File: src/rtl/gp_operand_fetch.sv
// Operand fetch stage between decode and execute: scoreboards pending register
// writes, stalls on RAW hazards, and latches bypassed operands for execute.
module gp_operand_fetch (
    input  logic       clk,
    input  logic       reset,
    input  logic       req_valid,
    output logic       req_ready,
    input  logic [1:0] rs_a,
    input  logic [1:0] rs_b,
    input  logic       use_b,
    input  logic [1:0] rd,
    input  logic       rd_en,
    input  logic [7:0] reg0,
    input  logic [7:0] reg1,
    input  logic [7:0] reg2,
    input  logic [7:0] reg3,
    input  logic [7:0] wb_data,
    input  logic       wb_load0,
    input  logic       wb_load1,
    input  logic       wb_load2,
    input  logic       wb_load3,
    input  logic       flush,
    output logic       op_valid,
    input  logic       op_ready,
    output logic [7:0] op_a,
    output logic [7:0] op_b,
    output logic [1:0] op_rd,
    output logic       op_rd_en,
    output logic [3:0] busy,
    output logic [7:0] stall_cnt
);

    typedef enum logic [1:0] {
        IDLE  = 2'd0,
        CHECK = 2'd1,
        VALID = 2'd2
    } state_t;

    state_t     state_p0;
    state_t     state_next;

    logic [1:0] rs_a_p0;
    logic [1:0] rs_b_p0;
    logic       use_b_p0;
    logic [1:0] rd_p0;
    logic       rd_en_p0;

    logic [7:0] rf_view [4];
    logic [3:0] wr_hit;
    logic       hazard;
    logic       capture;
    logic       latch;
    logic       stall;
    logic       drop;
    logic [3:0] busy_next;
    logic [7:0] sel_a;
    logic [7:0] sel_b;

    function automatic logic [7:0] sat_inc(input logic [7:0] v);
        return (v == 8'hFF) ? v : v + 8'd1;
    endfunction

    assign rf_view[0] = reg0;
    assign rf_view[1] = reg1;
    assign rf_view[2] = reg2;
    assign rf_view[3] = reg3;

    // The register file only honours the lowest-index strobe.
    always_comb begin
        wr_hit = 4'b0000;
        if (wb_load0)      wr_hit = 4'b0001;
        else if (wb_load1) wr_hit = 4'b0010;
        else if (wb_load2) wr_hit = 4'b0100;
        else if (wb_load3) wr_hit = 4'b1000;
    end

    assign hazard = (busy[rs_a_p0] & ~wr_hit[rs_a_p0]) |
                    (use_b_p0 & busy[rs_b_p0] & ~wr_hit[rs_b_p0]);

    assign sel_a = wr_hit[rs_a_p0] ? wb_data : rf_view[rs_a_p0];
    assign sel_b = !use_b_p0 ? 8'h00 :
                   (wr_hit[rs_b_p0] ? wb_data : rf_view[rs_b_p0]);

    assign req_ready = (state_p0 == IDLE);
    assign op_valid  = (state_p0 == VALID);

    always_comb begin
        state_next = state_p0;
        capture    = 1'b0;
        latch      = 1'b0;
        stall      = 1'b0;
        drop       = 1'b0;
        case (state_p0)
            IDLE: begin
                if (req_valid && !flush) begin
                    capture    = 1'b1;
                    state_next = CHECK;
                end
            end
            CHECK: begin
                if (flush) begin
                    state_next = IDLE;
                end else if (hazard) begin
                    stall = 1'b1;
                end else begin
                    latch      = 1'b1;
                    state_next = VALID;
                end
            end
            VALID: begin
                if (flush) begin
                    drop       = 1'b1;
                    state_next = IDLE;
                end else if (op_ready) begin
                    state_next = IDLE;
                end
            end
            default: state_next = IDLE;
        endcase
    end

    // A new pending write on the same register outranks the retiring one.
    always_comb begin
        busy_next = busy & ~wr_hit;
        if (drop && op_rd_en) busy_next[op_rd] = 1'b0;
        if (latch && rd_en_p0) busy_next[rd_p0] = 1'b1;
    end

    always_ff @(posedge clk or posedge reset) begin
        if (reset) begin
            state_p0  <= IDLE;
            rs_a_p0   <= 2'd0;
            rs_b_p0   <= 2'd0;
            use_b_p0  <= 1'b0;
            rd_p0     <= 2'd0;
            rd_en_p0  <= 1'b0;
            op_a      <= 8'h00;
            op_b      <= 8'h00;
            op_rd     <= 2'd0;
            op_rd_en  <= 1'b0;
            busy      <= 4'b0000;
            stall_cnt <= 8'h00;
        end else begin
            state_p0 <= state_next;
            busy     <= busy_next;
            if (capture) begin
                rs_a_p0  <= rs_a;
                rs_b_p0  <= rs_b;
                use_b_p0 <= use_b;
                rd_p0    <= rd;
                rd_en_p0 <= rd_en;
            end
            if (latch) begin
                op_a     <= sel_a;
                op_b     <= sel_b;
                op_rd    <= rd_p0;
                op_rd_en <= rd_en_p0;
            end
            if (stall) stall_cnt <= sat_inc(stall_cnt);
        end
    end

endmodule

File: config.mk
export PLATFORM = sky130hd
export DESIGN_NAME = gp_operand_fetch
export DESIGN_NICKNAME = d
export VERILOG_FILES = /design/src/rtl/gp_operand_fetch.sv
export SDC_FILE = /design/constraint.sdc
export NUM_CORES = 1
export LEC_CHECK = 0
export CORE_UTILIZATION = 49
export DETAILED_ROUTE_END_ITERATION = 7
export HOLD_SLACK_MARGIN = 0.05
export PLACE_DENSITY = 0.86
export SKIP_CTS_REPAIR_TIMING = 1
export SLEW_MARGIN = 20
export SYNTH_ARGS = -nofsm -noshare
export SYNTH_HDL_FRONTEND = slang
export SYNTH_SLANG_ARGS = --single-unit
File: constraint.sdc
create_clock -name clk -period 4.8 [get_ports clk]
set_clock_uncertainty 0.15 [all_clocks]
set_input_delay 0.96 -clock clk [delete_from_list [all_inputs] [get_ports clk]]
set_output_delay 0.96 -clock clk [all_outputs]
set_load 0.02 [all_outputs]
==> Flow_metrics.wiki, run 1 <==
{| class="wikitable"
! Metric !! Value
|-
| Synthesized net count || 259
|-
| Chip Height || 75.0 microns
|-
| ANT cells || 0
|-
| Weighted congestion reported at the end of routability-driven placement || 0.799
|-
| Synth Instances || roughly 200
|-
| Min Tclk post-route || 3.46 ns
|-
| P&R area growth vs syn || 38.9%
|-
| Maximum buffer depth of the clock tree || 2
|-
| Detailed router's first-iteration violation count || 134
|-
| Layout cells sized above 1 || 24.0%
|-
| Antenna viol nets, final || 0
|-
| Outcome || finished, final reports clean
|-
| Later-pin clock latency in the skew report || 0.29 ns
|-
| Register area share after synthesis || 39.3%
|-
| Synthesized flop and latch total || 41
|-
| Power density over the cells || 411 mW/mm^2
|-
| Cell area after synthesis || 0.00261 sq mm
|-
| Number of warnings printed during yosys synthesis || 0
|-
| Highest attainable clock frequency || 0.289 GHz
|-
| Highest net fanout along the worst path || 24
|-
| Wire length per cell after detailed routing || 19.1 microns
|-
| Kind of critical path || input pin to register
|-
| CP arrival || 3.49 ns
|-
| Detailed-routing iteration count for the pre-antenna-repair pass || 4
|-
| Largest voltage drop on the vdd net || 0.000237 V
|-
| Tightest slew margin relative to the limit || 30.9%
|-
| Final layout net count || between 300 and 400
|-
| Buffer cell driving the clock tree root || sky130_fd_sc_hd__clkbuf_8
|-
| Leak || 1.49 nW
|-
| Effective utilization at floorplan || 51.2%
|-
| Wire length of the first global-routing pass || 10,300 microns
|-
| Global-route usage over all layers || 25.2%
|-
| Mean Syn Cell Area || ~13 sq um
|-
| Required time worst endpoint || 4.83 ns
|-
| GR Layer Usage met3 || under 10%
|-
| Clock slew seen by the registers of the worst setup and hold paths || ~0.080 ns
|-
| RSZ-0062 raised after global routing || false
|-
| Pin count of the biggest net entering global routing || 42
|-
| Type of element launching the critical path || input pin
|-
| Overall overflow remaining after global route || 0
|-
| Fill cell count || roughly 360
|-
| I/O pin count || 90
|-
| Die area || 0.00563 sq mm
|-
| Number of placement rows || 26
|-
| Number of different library cells in the post-synthesis netlist || between 40 and 50
|-
| Aggregate negative setup slack || 0 ns
|-
| Met2 global-route usage || between 40% and 50%
|-
| DP HPWL || 5210 microns
|-
| Design Power || 0.00149 W
|-
| Most Used Layer, Global Route || met2
|-
| Number of buffers created by CTS || 5
|-
| Met1 track demand over resource || 28.8%
|-
| TritonCTS clock tree || done
|-
| Detailed-route DRC error count || 0
|-
| Crit. End Element || register
|-
| Routed vias || approximately 2,100
|-
| Final count of pins violating max slew || 0
|-
| Core area || 0.00511 sq mm
|-
| Total wire length after detailed routing || 6920 microns
|-
| Number of buffer cells added on primary ports || 89
|-
| Number of H-tree levels || 2
|-
| Worst-Margin Slew || between 1 and 1.5 ns
|-
| Hold Crit Class || register to register
|-
| Number of global-route vias before repair || 2,100
|-
| # setup viols final || 0
|-
| Maximum Capacitance Violations || 0
|-
| Number of endpoints with negative hold slack in the final report || 0
|-
| Antenna violations before repair || 0
|-
| Total clock sinks || 41
|-
| Avg Vias per Cell || ~5.8
|-
| DIE WIDTH || 75.0 microns
|-
| Final clock period utilization by the worst path || 72.2%
|}
metal layers:
| metal | vias up | wire length [microns] |
|---|---|---|
| met3 | 10 | 561 |
| met2 | 97 | 3530 |
| met4 | 0 | 121 |
| li1 | 965 | - |
| met1 | 1041 | 2710 |
| met5 | - | 0 |
cell type report:
cell class	count	area [sq um]	share of cell area [%]
Clock inverter	3	17.5	0.482
Sequential cell	41	1030	28.3
Timing Repair Buffer	90	898	24.7
Inverter	5	18.8	0.517
Tap cell	70	87.6	2.41
Multi-Input combinational cell	148	1510	41.7
Clock buffer	5	68.8	1.90
synthesized netlist by cell type:
cell type / instances / share of area (%)
sky130_fd_sc_hd__o21ai_1: 4 / 0.77
sky130_fd_sc_hd__nor4b_2: 1 / 0.57
sky130_fd_sc_hd__o211a_1: 1 / 0.38
sky130_fd_sc_hd__o31ai_1: 1 / 0.29
sky130_fd_sc_hd__a21oi_1: 2 / 0.38
sky130_fd_sc_hd__dfrtp_1: 41 / 39
sky130_fd_sc_hd__nor3b_1: 3 / 0.86
sky130_fd_sc_hd__mux2_2: 22 / 9.5
sky130_fd_sc_hd__buf_6: 3 / 1.3
sky130_fd_sc_hd__nor2b_1: 2 / 0.48
sky130_fd_sc_hd__o221ai_1: 1 / 0.34
sky130_fd_sc_hd__or3_1: 1 / 0.24
sky130_fd_sc_hd__nand2_1: 12 / 1.7
sky130_fd_sc_hd__nand3_4: 1 / 0.67
sky130_fd_sc_hd__a211oi_1: 3 / 0.86
sky130_fd_sc_hd__inv_1: 5 / 0.72
sky130_fd_sc_hd__and3_1: 2 / 0.48
sky130_fd_sc_hd__mux4_2: 18 / 16
sky130_fd_sc_hd__o211ai_1: 2 / 0.57
sky130_fd_sc_hd__ha_1: 1 / 0.48
sky130_fd_sc_hd__a2111oi_2: 2 / 1.1
sky130_fd_sc_hd__nor2_1: 4 / 0.57
sky130_fd_sc_hd__nand3_1: 14 / 2.7
sky130_fd_sc_hd__a31oi_1: 1 / 0.24
sky130_fd_sc_hd__buf_4: 1 / 0.29
sky130_fd_sc_hd__o31ai_4: 1 / 0.81
sky130_fd_sc_hd__nand4_1: 1 / 0.24
sky130_fd_sc_hd__mux2_1: 1 / 0.43
sky130_fd_sc_hd__nand3b_1: 2 / 0.57
sky130_fd_sc_hd__clkbuf_1: 1 / 0.14
sky130_fd_sc_hd__and3b_1: 1 / 0.34
sky130_fd_sc_hd__o31a_1: 1 / 0.34
sky130_fd_sc_hd__or3b_1: 1 / 0.34
sky130_fd_sc_hd__nand2b_1: 1 / 0.24
sky130_fd_sc_hd__buf_2: 2 / 0.38
sky130_fd_sc_hd__a21o_1: 1 / 0.29
sky130_fd_sc_hd__xor2_1: 6 / 2.0
sky130_fd_sc_hd__a21boi_0: 8 / 2.3
sky130_fd_sc_hd__o21ai_0: 8 / 1.5
sky130_fd_sc_hd__o32ai_1: 1 / 0.34
sky130_fd_sc_hd__o211ai_2: 1 / 0.48
sky130_fd_sc_hd__mux2_4: 15 / 8.6
sky130_fd_sc_hd__o41ai_1: 1 / 0.34
sequential cells by signal, indices dropped and copies added (netlist names):
signal	cells
stall_cnt	8
rs_a_p0	2
state_p0	2
busy	4
rd_en_p0	1
op_a	8
rd_p0	2
op_rd_en	1
op_rd	2
op_b	8
rs_b_p0	2
use_b_p0	1
through the flow:
stage | std cells | cell area, sq um | util (%) | setup slack, ns | hold slack, ns
after floorplan | 201 | 2610 | - | 2.04 | 0.358
after global placement | 354 | 3540 | 69.4 | 1.12 | 0.333
after detailed placement | 354 | 3540 | 69.4 | 1.04 | 0.331
after CTS | 362 | 3630 | 71.1 | 1.36 | 0.345
after global routing | 362 | 3630 | 71.1 | 1.26 | 0.358
final | 362 | 3630 | 71.1 | 1.34 | 0.337
worst max-delay path: stages:
cell and delay, ns:
sky130_fd_sc_hd__clkdlybuf4s50_1 0.65, sky130_fd_sc_hd__or3b_1 0.45, sky130_fd_sc_hd__o31ai_4 0.13, sky130_fd_sc_hd__or3_1 0.41
sky130_fd_sc_hd__nand3_4 0.43, sky130_fd_sc_hd__mux2_4 0.45
final timing paths:
path / from / endpoint / slack (ns) / cells after the start
setup reg to reg: rs_b_p0[0] / op_a[7] / 1.78 / 5
hold reg to reg: stall_cnt[5] / stall_cnt[5] / 0.34 / 1
min in group asynchronous: reset / op_a[1] / 0.93 / 3
max in group asynchronous: reset / busy[2] / 3.21 / 3
setup / recovery: wb_load0 / op_a[7] / 1.34 / 6
hold / removal: stall_cnt[5] / stall_cnt[5] / 0.34 / 1
cells by family after synthesis:
| family | Yosys count | share of synthesized area [%] |
|---|---|---|
| AO/OA/AOI/OAI | 39 | 11.4 |
| XOR/XNOR | 6 | 2.01 |
| adder cells (fa/ha/maj) | 1 | 0.479 |
| buffers and inverters | 12 | 2.82 |
| flip-flops | 41 | 39.3 |
| multiplexers | 56 | 34.0 |
| AND/OR/NAND/NOR | 46 | 10.0 |
cell usage in the layout (no fill, tap or decap), types with 3 or more instances in the layout:
| master | synthesis | layout |
|---|---|---|
| sky130_fd_sc_hd__inv_1 | 5 | 4 |
| sky130_fd_sc_hd__a211oi_1 | 3 | 3 |
| sky130_fd_sc_hd__a21boi_0 | 8 | 8 |
| sky130_fd_sc_hd__nor3b_1 | 3 | 3 |
| sky130_fd_sc_hd__o21ai_1 | 4 | 4 |
| sky130_fd_sc_hd__mux4_2 | 18 | 18 |
| sky130_fd_sc_hd__nor2_1 | 4 | 4 |
| sky130_fd_sc_hd__nand2_1 | 12 | 12 |
| sky130_fd_sc_hd__dfrtp_1 | 41 | 41 |
| sky130_fd_sc_hd__xor2_1 | 6 | 6 |
| sky130_fd_sc_hd__o21ai_0 | 8 | 8 |
| sky130_fd_sc_hd__mux2_2 | 22 | 22 |
| sky130_fd_sc_hd__clkbuf_8 | 0 | 5 |
| sky130_fd_sc_hd__mux2_4 | 15 | 15 |
| sky130_fd_sc_hd__clkdlybuf4s50_1 | 0 | 89 |
| sky130_fd_sc_hd__nand3_1 | 14 | 14 |
report_power, final:
part           total [W]  internal [W]  leakage (nW)  switching (W)
logic           0.000689      0.000413         0.927       0.000275
registers       0.000582      0.000447         0.523       0.000135
clock network   0.000221      0.000100        0.0439       0.000120
(Power assumes the default switching activity.)
==> run 2: changes to the inputs <==
- CORE_UTILIZATION: 49 -> 46
- PLACE_DENSITY: 0.86 -> 0.81
- clock period: 4.8 -> 3.63 ns (I/O delays scaled with it)
==> run 2 against run 1 <==
Net effect:
- total power grew 37%
- via count rose by 1.6%
- worst hold slack gained 0.0070 ns
- cell count is 1.7% higher
- utilization decreased by 4.1 points
- largest cell class unchanged
- highest routed layer unchanged
- largest power group unchanged
- combinational power up 34%
- sequential share of layout area decreased by 0.44 points
- clock power grew 62%
- non-clock buffer count grew 5
- wire length is 2.6% lower
- global-route usage fell by 1.6 points
- cell area up 1.6%
==> Flow_metrics.wiki, run 2 (same netlist as run 1, synthesis figures left out) <==
{| class="wikitable"
! Metric !! Value
|-
| Number of buffers created by CTS || 5
|-
| I/O pin count || 90
|-
| P&R area growth vs syn || 41.1%
|-
| Worst-Margin Slew || 0.794 ns
|-
| Detailed-route DRC error count || 0
|-
| Post-place instance area || 0.00358 sq mm
|-
| Highest net fanout along the worst path || 24
|-
| Tightest slew margin relative to the limit || 47.0%
|-
| Largest voltage drop on the vdd net || approximately 0.00026 V
|-
| Aggregate negative setup slack || 0 ns
|-
| Number of placement rows || 27
|-
| Required time worst endpoint || 3.66 ns
|-
| Global-route usage over all layers || 23.7%
|-
| Placement Setup Slack || ~0.26 ns
|-
| Number of H-tree levels || 2
|-
| Core area || 0.00551 sq mm
|-
| Worst hold margin || 0.344 ns
|-
| Detailed router's first-iteration violation count || 96
|-
| Effective utilization at floorplan || 47.5%
|-
| Antenna violations before repair || 0
|-
| Antenna viol nets, final || 0
|-
| Die area || 0.00599 sq mm
|-
| TritonCTS clock tree || done
|-
| Maximum buffer depth of the clock tree || 2
|-
| Chip Height || 77.4 microns
|-
| Number of global-route vias before repair || 2,110
|-
| Kind of critical path || input pin to register
|-
| Min Tclk post-route || 3.06 ns
|-
| Overall overflow remaining after global route || 0
|-
| Crit. End Element || register
|-
| Final clock period utilization by the worst path || 84.3%
|-
| Layout Cell Area excl Fill || approximately 0.0037 sq mm
|-
| Maximum Capacitance Violations || 0
|-
| Detailed-routing iteration count for the pre-antenna-repair pass || 5
|-
| Pin count of the biggest net entering global routing || 25
|-
| Weighted congestion reported at the end of routability-driven placement || 0.799
|-
| Wire length of the first global-routing pass || ~11,000 microns
|-
| Final standard cell utilization of the core || 67.0%
|-
| Buffer cell driving the clock tree root || sky130_fd_sc_hd__clkbuf_8
|-
| Wire length per cell after detailed routing || ~18 microns
|-
| DP HPWL || around 5000 microns
|-
| CP arrival || 3.09 ns
|-
| Total wire length after detailed routing || 6740 microns
|-
| Routed vias || between 2,000 and 2,500
|-
| RSZ-0062 raised after global routing || false
|-
| Highest attainable clock frequency || 0.327 GHz
|-
| Clock slew seen by the registers of the worst setup and hold paths || 0.08 ns
|-
| # setup viols final || 0
|-
| Number of endpoints with negative hold slack in the final report || 0
|-
| Total clock sinks || 41
|-
| Layout cells sized above 1 || between 20% and 30%
|-
| Fill cell count || 429
|-
| Type of element launching the critical path || input pin
|-
| Most common cell after layout, fill and taps aside || sky130_fd_sc_hd__clkdlybuf4s50_1
|-
| Final layout net count || between 300 and 400
|-
| DIE WIDTH || 77.4 microns
|-
| Later-pin clock latency in the skew report || 0.29 ns
|-
| Avg Vias per Cell || around 5.8
|-
| Hold Crit Class || register to register
|-
| Leak || 1.53 nW
|-
| Largest registers || op_a (8), op_b (8), stall_cnt (8)
|-
| Outcome || finished, final reports clean
|-
| Final count of pins violating max slew || 0
|-
| ANT cells || 0
|-
| Highest-count cells in the layout ignoring fill and taps || 89 x sky130_fd_sc_hd__clkdlybuf4s50_1, 41 x sky130_fd_sc_hd__dfrtp_1, 22 x sky130_fd_sc_hd__mux2_2
|-
| Number of buffer cells added on primary ports || just under 90
|-
| Power density over the cells || ~550 mW/mm^2
|-
| Worst Slack Setup Final || 0.570 ns
|}
run 2: layout make-up:
cell class                      instances  area (sq um)  area share (%)
Clock buffer                            5          68.8            1.87
Tap cell                               72          90.1            2.44
Inverter                                5          18.8           0.509
Clock inverter                          2          35.0           0.950
Timing Repair Buffer                   95           936            25.4
Sequential cell                        41          1030            27.8
Multi-Input combinational cell        148          1510            41.0
run 2: stage by stage:
stage                     instances  power [W]
after global placement          361    0.00166
after CTS                       368    0.00205
after global routing            368    0.00214
after floorplan                 201    0.00128
after detailed placement        361    0.00169
final                           368    0.00204
run 2: metal layers:
metal  global-route usage [%]  part of all wire (%)  vias to the layer above
met3                     4.12                   6.1                        9
met4                     6.04                   1.1                        0
li1                         -                     -                      974
met5                        0                     0                        -
met2                     39.6                    48                       85
met1                     31.9                    45                     1079
run 2: final timing paths:
check | startpoint | end | slack [ns] | depth (start not counted)
min in group asynchronous | reset | op_rd_en | 0.60 | 2
hold / removal | stall_cnt[5] | stall_cnt[5] | 0.34 | 1
setup reg to reg | rs_a_p0[0] | op_a[5] | 0.77 | 5
setup / recovery | wb_load0 | op_a[5] | 0.57 | 6
max in group asynchronous | reset | stall_cnt[1] | 2.03 | 3
hold reg to reg | stall_cnt[5] | stall_cnt[5] | 0.34 | 1
run 2: where the power goes:
group | total (W) | switching (W) | internal, W
Clock | 0.000359 | 0.000159 | 0.000200
Sequential | 0.000759 | 0.000168 | 0.000591
Combinational | 0.000921 | 0.000366 | 0.000555
run 2: critical path, stage by stage:
cell                              delay [ns]
sky130_fd_sc_hd__clkdlybuf4s50_1        0.54
sky130_fd_sc_hd__nor2_1                 0.33
sky130_fd_sc_hd__nand2_1                0.14
sky130_fd_sc_hd__o211ai_2               0.46
sky130_fd_sc_hd__nand3_4                0.44
sky130_fd_sc_hd__mux2_4                 0.43
